File: src/rtl/shift_frame_pkg.sv
// Shared definitions for the shift/LFSR frame controller: FSM states,
// default width, feedback taps and the substitute for an all-zero seed.
package shift_frame_pkg;

    localparam int DEFAULT_WIDTH = 8;

    // Feedback taps on bits 0, 2, 3 and 4.
    localparam logic [7:0] LFSR_TAPS     = 8'h1D;
    localparam logic [7:0] ZERO_SEED_SUB = 8'h01;

    typedef enum logic [1:0] {
        IDLE  = 2'd0,
        SHIFT = 2'd1,
        HOLD  = 2'd2
    } state_t;

endpackage

File: src/rtl/shift_reg_en.sv
// Right-shifting register with shift enable, parallel load and an
// asynchronous active-high clear. New bits enter at the MSB.
module shift_reg_en
    import shift_frame_pkg::*;
#(
    parameter int WIDTH = DEFAULT_WIDTH
) (
    input  logic             clk,
    input  logic             clr,
    input  logic             shift_en,
    input  logic             load_en,
    input  logic [WIDTH-1:0] load_value,
    input  logic             serial_in,
    output logic [WIDTH-1:0] q
);

    logic [WIDTH-1:0] q_reg;
    logic [WIDTH-1:0] q_next;
    logic [WIDTH-1:0] shifted;

    genvar gi;
    generate
        for (gi = 0; gi < WIDTH; gi++) begin : g_shift
            if (gi == WIDTH - 1) begin : g_msb
                assign shifted[gi] = serial_in;
            end else begin : g_body
                assign shifted[gi] = q_reg[gi + 1];
            end
        end
    endgenerate

    // A load takes priority so a back-to-back frame starts from the seed.
    always_comb begin
        q_next = q_reg;
        if (load_en) begin
            q_next = load_value;
        end else if (shift_en) begin
            q_next = shifted;
        end
    end

    always_ff @(posedge clk or posedge clr) begin
        if (clr) begin
            q_reg <= '0;
        end else begin
            q_reg <= q_next;
        end
    end

    assign q = q_reg;

endmodule

File: src/rtl/shift_frame_ctrl.sv
// Frame controller: captures or generates one WIDTH-bit word per start,
// then holds it until the consumer accepts it with ready.
module shift_frame_ctrl
    import shift_frame_pkg::*;
#(
    parameter int WIDTH = DEFAULT_WIDTH
) (
    input  logic             clock,
    input  logic             r,
    input  logic             start,
    input  logic             si,
    input  logic             lfsr_mode,
    input  logic [WIDTH-1:0] seed,
    input  logic             ready,
    output logic             busy,
    output logic             valid,
    output logic [WIDTH-1:0] w,
    output logic [3:0]       count
);

    localparam logic [WIDTH-1:0] TAPS      = WIDTH'(LFSR_TAPS);
    localparam logic [WIDTH-1:0] SEED_SUB  = WIDTH'(ZERO_SEED_SUB);
    localparam logic [3:0]       LAST_CNT  = 4'(WIDTH - 1);

    state_t           state_reg;
    state_t           state_next;
    logic [3:0]       count_reg;
    logic [3:0]       count_next;
    logic             mode_reg;
    logic             mode_next;
    logic             start_frame;
    logic             shift_en;
    logic             load_en;
    logic             serial_bit;
    logic [WIDTH-1:0] load_value;
    logic [WIDTH-1:0] w_q;

    always_ff @(posedge clock or posedge r) begin
        if (r) begin
            state_reg <= IDLE;
        end else begin
            state_reg <= state_next;
        end
    end

    always_comb begin
        state_next = state_reg;
        case (state_reg)
            IDLE:    if (start) state_next = SHIFT;
            SHIFT:   if (count_reg == LAST_CNT) state_next = HOLD;
            HOLD:    if (ready) state_next = start ? SHIFT : IDLE;
            default: state_next = IDLE;
        endcase
    end

    // A frame begins from IDLE, or straight out of HOLD when the word is taken.
    always_comb begin
        start_frame = ((state_reg == IDLE) && start) ||
                      ((state_reg == HOLD) && ready && start);
        shift_en    = (state_reg == SHIFT);
        load_en     = start_frame && lfsr_mode;
        busy        = (state_reg == SHIFT);
        valid       = (state_reg == HOLD);
        count_next  = count_reg;
        mode_next   = mode_reg;
        if (start_frame) begin
            count_next = '0;
            mode_next  = lfsr_mode;
        end else if (shift_en) begin
            count_next = count_reg + 4'd1;
        end
    end

    always_ff @(posedge clock or posedge r) begin
        if (r) begin
            count_reg <= '0;
            mode_reg  <= 1'b0;
        end else begin
            count_reg <= count_next;
            mode_reg  <= mode_next;
        end
    end

    assign load_value = (seed == '0) ? SEED_SUB : seed;
    assign serial_bit = mode_reg ? (^(w_q & TAPS)) : si;

    shift_reg_en #(
        .WIDTH (WIDTH)
    ) u_shift_reg (
        .clk        (clock),
        .clr        (r),
        .shift_en   (shift_en),
        .load_en    (load_en),
        .load_value (load_value),
        .serial_in  (serial_bit),
        .q          (w_q)
    );

    assign w     = w_q;
    assign count = count_reg;

endmodule

File: config.mk
export PLATFORM = sky130hd
export DESIGN_NAME = shift_frame_ctrl
export DESIGN_NICKNAME = d
export VERILOG_FILES = /design/src/rtl/shift_frame_pkg.sv /design/src/rtl/shift_reg_en.sv /design/src/rtl/shift_frame_ctrl.sv
export SDC_FILE = /design/constraint.sdc
export NUM_CORES = 1
export LEC_CHECK = 0
export ABC_AREA = 1
export CAP_MARGIN = 10
export CORE_MARGIN = 8
export CORE_UTILIZATION = 45
export DETAILED_ROUTE_END_ITERATION = 10
export HOLD_SLACK_MARGIN = 0.12
export PLACE_DENSITY = 0.87
export SLEW_MARGIN = 40
export SYNTH_ARGS = -nofsm -noshare
export SYNTH_HDL_FRONTEND = slang
export SYNTH_HIERARCHICAL = 1
export SYNTH_SLANG_ARGS = --single-unit
export TNS_END_PERCENT = 50
File: constraint.sdc
create_clock -name clock -period 1.5 [get_ports clock]
set_clock_uncertainty 0.05 [all_clocks]
set_input_delay 0.375 -clock clock [delete_from_list [all_inputs] [get_ports clock]]
set_output_delay 0.375 -clock clock [all_outputs]
set_load 0.01 [all_outputs]
* After elaboration in Yosys (flattened, before gate mapping) *
Index checks and enable logic that the tools add are counted.

storage, ports and cells
  bits in read-only memories = 0
  RAM bits = 0
  word-level logic and storage cells = 33
  bits in registers = 15
  memories = 0
  bits in latches = 0

operators by class
  magnitude comparators = 0
  $mul = 0
  reduce and logical (&&, ||, !) cells = 11
  bitwise operators = 0
  divide/modulo/power cells = 0
  equal/unequal tests = 6
  multiplexer cells = 11
  shifts and indexed selects = 0
  $add $sub $neg = 1

operators with widths
  cell                 count
  $mux 8               3
  $logic_not 8->1      1
  $mux 4               2
  $reduce_xor 8->1     1
  $mux 2               3
  $pmux 2 s3           1
  $add 4x1->4 const B  1
  $eq 4x3->1 const B   1
  $logic_and 1x1->1    4
  $ne 2x2->1 const B   2
  $reduce_bool 2->1    2
  $reduce_and 3->1     1
  $eq 2x1->1 const B   1
  $eq 2x2->1 const B   1
  $logic_not 2->1      1
  $mux 1               2
  $ne 2x1->1 const B   1
  $logic_or 1x1->1     1

* Longest topological paths before layout *
  depth in word-level cells = 6
  gate-level depth with buffers = 8
  depth with buffers taken out = 8

* By module *
Netlist, hierarchy kept.

by module, submodules not included
  module            area an instance (um2)  instances  cells an instance  sequential area each (um2)
  shift_frame_ctrl  493.0                   1          79                 175.2
  shift_reg_en      377.9                   1          45                 200.2

* Worst setup path after synthesis *
OpenSTA, ideal clock, no wires.

  path type = register -> register
  start point = register state_reg[0]
  end point = register u_shift_reg.q_reg[2] (netlist: u_shift_reg/q[2])
  library setup time = 0.124 ns
  stages on the path, launching flop included = 8
  data arrival time = 1.080 ns
  setup slack = 0.246 ns
  period minus slack after synthesis = 1.254 ns
  cells stage by stage = dfrtp_1 inv_2 nand3_2 nor2_1 buf_6 inv_2 nand3_1 nand3_1

between the ends
  cells in the longest elaborated chain, start to end = 6
  elaborated cells on any way between the ends = 10

RTL lines
  element                                             line                    text
  start: declaration                                  shift_frame_ctrl.sv:25  state_t state_reg;
  start signal: assignment                            shift_frame_ctrl.sv:42  state_reg <= state_next;
  $eq 2x2->1                                          shift_frame_ctrl.sv:59  ((state_reg == HOLD) && ready && start);
  $logic_and 1x1->1 (2 in series)                     shift_frame_ctrl.sv:59
  $logic_or 1x1->1 (*)                                shift_frame_ctrl.sv:58  start_frame = ((state_reg == IDLE) && start) ||
  $logic_and 1x1->1 (*)                               shift_frame_ctrl.sv:61  load_en = start_frame && lfsr_mode;
  via load_en                                         shift_frame_ctrl.sv:33  logic load_en;
  $mux 8 / $reduce_bool 2->1 (equally long branches)  --
  end signal: assignment                              shift_reg_en.sv:46      q_reg <= q_next;
  end: declaration                                    shift_reg_en.sv:17      logic [WIDTH-1:0] q_reg;

Mark *: on every way through the listed nets, which the timed path passes. The rest lies on a longest branch.
A chain may end at the register's enable or synchronous reset.

* Worst setup path in the final report *
  start point = register count_reg[0] (netlist: count[0])
  end point = output count[0]

RTL lines
  element                   line                    text
  start: declaration        shift_frame_ctrl.sv:27  logic [3:0] count_reg;
  start signal: assignment  shift_frame_ctrl.sv:79  count_reg <= count_next;
  end: declaration          shift_frame_ctrl.sv:18  output logic [3:0] count

No word-level cell between the ends.

==> out/qor_table.md <==
| Quantity | This run | Unit |
|---|---|---|
| DIE WIDTH | 60.0 | um |
| Max Freq | 694 | MHz |
| Fill cell instance count of the final layout | 173 | - |
| Count of endpoints failing hold in the final timing report | 0 | - |
| Count of antenna-violating nets left after detailed routing | 0 | - |
| Reg-to-reg slack, setup | 0.23 | ns |
| DRC violation total after the first TritonRoute iteration | 29 | - |
| Flip-flop cell with the highest count after synthesis | sky130_fd_sc_hd__dfrtp_1 | - |
| Leakage | 0.673 | nW |
| Routed length on met1 | 951 | um |
| Relative area change from synthesis to final layout | 43.4 | % |
| Total Power | 2.27 | mW |
| Sequential cell area fraction in the yosys report | 43.1 | % |
| Count of different cell masters after synthesis | 19 | - |
| Top routing layer in use | met4 | - |
| Timing startpoint of the critical path | count[0] | - |
| Reported max-cap violation count | 0 | - |
| Fraction of final layout cells with drive strength greater than 1 | 16.9 | % |
| Transition time at the pin with the least slew margin | 0.320 | ns |
| Largest fanout of any net on the critical path | 4 | - |
| Number of synthesized flops with an enable pin | 0 | - |
| Final number of setup-violating endpoints | 0 | - |
| Sink Count | 15 | - |
| Number of antenna violations at the first check in global routing | 0 | - |
| Core ar. | 0.00190 | sq mm |
| CTS tree | built | - |
| Clock transition time at the flip-flop clock pins of the worst setup and hold paths | 0.09 | ns |
| Pwr/cell area | 1820 | mW/mm^2 |
| Ordered cell list for the critical path | dlygate4sd2_1 | - |
| Worst-case headroom to the max-slew limit | 78.7 | % |
| DRC | 0 | - |
| Crit path DAT | 1.02 | ns |
| Most area-hungry cell type in the Yosys netlist | sky130_fd_sc_hd__dfrtp_1 | - |
| Wire length on met3 | 125 | um |
| Worst EP required | 1.07 | ns |
| Dpl hpwl | 1850 | um |
| Hold Path Class | input port to async pin | - |
| Overall die height | 60.0 | um |
| Total Nets Final | 176 | - |
| CTS Buf Count | 3 | - |
| Clock root cell | sky130_fd_sc_hd__clkbuf_4 | - |
| Top-area cell type share of the netlist area | 43.1 | % |
| Category of the critical setup timing path | register to output port | - |
| RSZ-0062 raised after global routing | false | - |
| Shortest clock period the worst path allows after layout | 1.44 | ns |
| Combined buffer and inverter count along the critical path | 1 | - |
| Biggest cell delay along the critical path | 0.43 | ns |
| Total area of sequential cells | 375 | sq um |
| Total routing usage reported by global routing | 13.9 | % |
| First-pass GRT wire length | 3770 | um |
| Gp weighted congestion | 0.848 | - |
| Hold-fix buffers, CTS | 0 | - |
| Worst-case setup slack after placement | -0.178 | ns |
| Max FFs per register | 8 | - |
| Count of yosys warnings during synthesis | 6 | - |
| Final instance count without filler cells | 187 | - |
| Mean routed wirelength per cell | 12.2 | um |
| Maximum VDD drop | 1000 | uV |
| Max-slew violation total from the final report | 0 | - |
| Final design instance area without fill | 0.00125 | sq mm |
| Die footprint | 0.00360 | sq mm |
| #FFs+latches synth | 15 | - |
| Max clock buf depth | 2 | - |
| Number of antenna cells inserted | 0 | - |
| Outcome | complete, no violations | - |
| Effective utilization at floorplan | 45.8 | % |
| Part of the cycle the worst path needs | 96.1 | % |
| Critical Path End Type | output port | - |
| Number of standard-cell rows in the floorplan | 16 | - |
| Vias per cell | 4.74 | - |
| Instance area at placement | 0.00124 | sq mm |
| Routed wire length | 2280 | um |
| RR Endpoint | u_shift_reg/q[3] | - |
| Hold slack | 0.317 | ns |
| Netlist area before placement | 871 | sq um |
| Number of global-route vias before repair | 918 | - |
| Depth of the CTS H-tree | 1 | - |
| Post-Syn Instances | 124 | - |
| Routed via count | 886 | - |
| Worst-Skew Late Latency | 0.28 | ns |
| Synth area leaders | sky130_fd_sc_hd__dfrtp_1 (43%), sky130_fd_sc_hd__nand2_1 (19%), sky130_fd_sc_hd__nand3_1 (10%) | - |
| Total grt overflow | 0 | - |
| DR pass1 iterations | 4 | - |
| Most numerous cell in the Yosys netlist | sky130_fd_sc_hd__nand2_1 | - |
| Async S/R FF share, synth | 100 | % |
| Final worst slack | 0.0585 | ns |
| Avg Inst Size Synth | 7.02 | sq um |
| Critical register-to-register path startpoint | state_reg[1] | - |
| Net count after synthesis | 139 | - |
| Ranking of synthesized cells by instance count | sky130_fd_sc_hd__nand2_1 (45), sky130_fd_sc_hd__nand3_1 (18), sky130_fd_sc_hd__dfrtp_1 (15) | - |
| Maximum number of pins on one net before global-route repair | 14 | - |
| Critical path startpoint category | register | - |
| Port bufs | 27 | - |
| Crit path max-delay family | flip-flops | - |
| Total placed cells including tap cells | 182 | - |
| Met2 WL | 1200 | um |
| Worst path slowest cell | sky130_fd_sc_hd__dfrtp_1 | - |
| Footprint of the multi-input gates | 390 | sq um |
| Reg2Reg Depth | 7 | - |
| Number of top-level pins | 28 | - |
## repair_timing
item	in CTS	in global routing
cloned	0	0
hold endpoints to repair	0	0
buffers inserted	0	1
resized for setup	19	2
endpoints found under the setup margin	14	2
## layer usage
layer | GRT usage [%] | up-vias
li1 | - | 452
met1 | 14.4 | 399
met2 | 25.8 | 33
met3 | 4.95 | 2
met4 | 2.72 | 0
met5 | 0 | -
## worst max path at each step
| stage | end | slack (ns) | cells past startpoint |
|---|---|---|---|
| global route | count[0] | 0.01 | 1 |
| finish | count[0] | 0.06 | 1 |
| detailed placement | u_shift_reg/q[6] | -0.18 | 9 |
| floorplan | u_shift_reg/q[2] | 0.25 | 7 |
| global placement | u_shift_reg/q[6] | -0.14 | 9 |
| CTS | busy | 0.001 | 2 |
## where the power goes
group	internal [mW]	leakage, nW	switching (mW)	total (mW)
registers	0.589	0.188	0.140	0.729
logic	0.609	0.470	0.703	1.31
clock network	0.103	0.0150	0.127	0.230
total	1.30	0.673	0.970	2.27
## cell usage in the layout, fill, tap and decap left out, drive strengths merged
master          n
a21oi           1
and3            1
buf            16
clkbuf          4
clkdlybuf4s50  13
dfrtp          15
dlygate4sd2    12
ha              1
inv            16
nand2          45
nand3          20
nor2           10
nor3            1
o21ai           2
o21bai          1
o22ai           1
or2             1
## metrics by stage
stage	setup TNS [ns]	utilization, %
after floorplan	0	-
after global placement	-1.06	65.2
final	0	65.7
after detailed placement	-1.30	65.2
after global routing	0	65.7
after CTS	0	65.6
## cell families after synthesis
logic type	synth area share [%]
adders and majority gates	1.44
DFF	43.1
buffers and inverters	12.1
and+or+nand+nor	40.1
AOI/OAI and AO/OA	3.30
## cell type report
cell class / count / area share (%)
well taps: 27 / 2.71
inverters: 16 / 4.81
clock buffers: 4 / 2.10
flip-flops and latches: 15 / 30.1
repair buffers: 41 / 29.1
multi-input cells: 84 / 31.3
No activity file was read; power rests on OpenSTA's default activity.
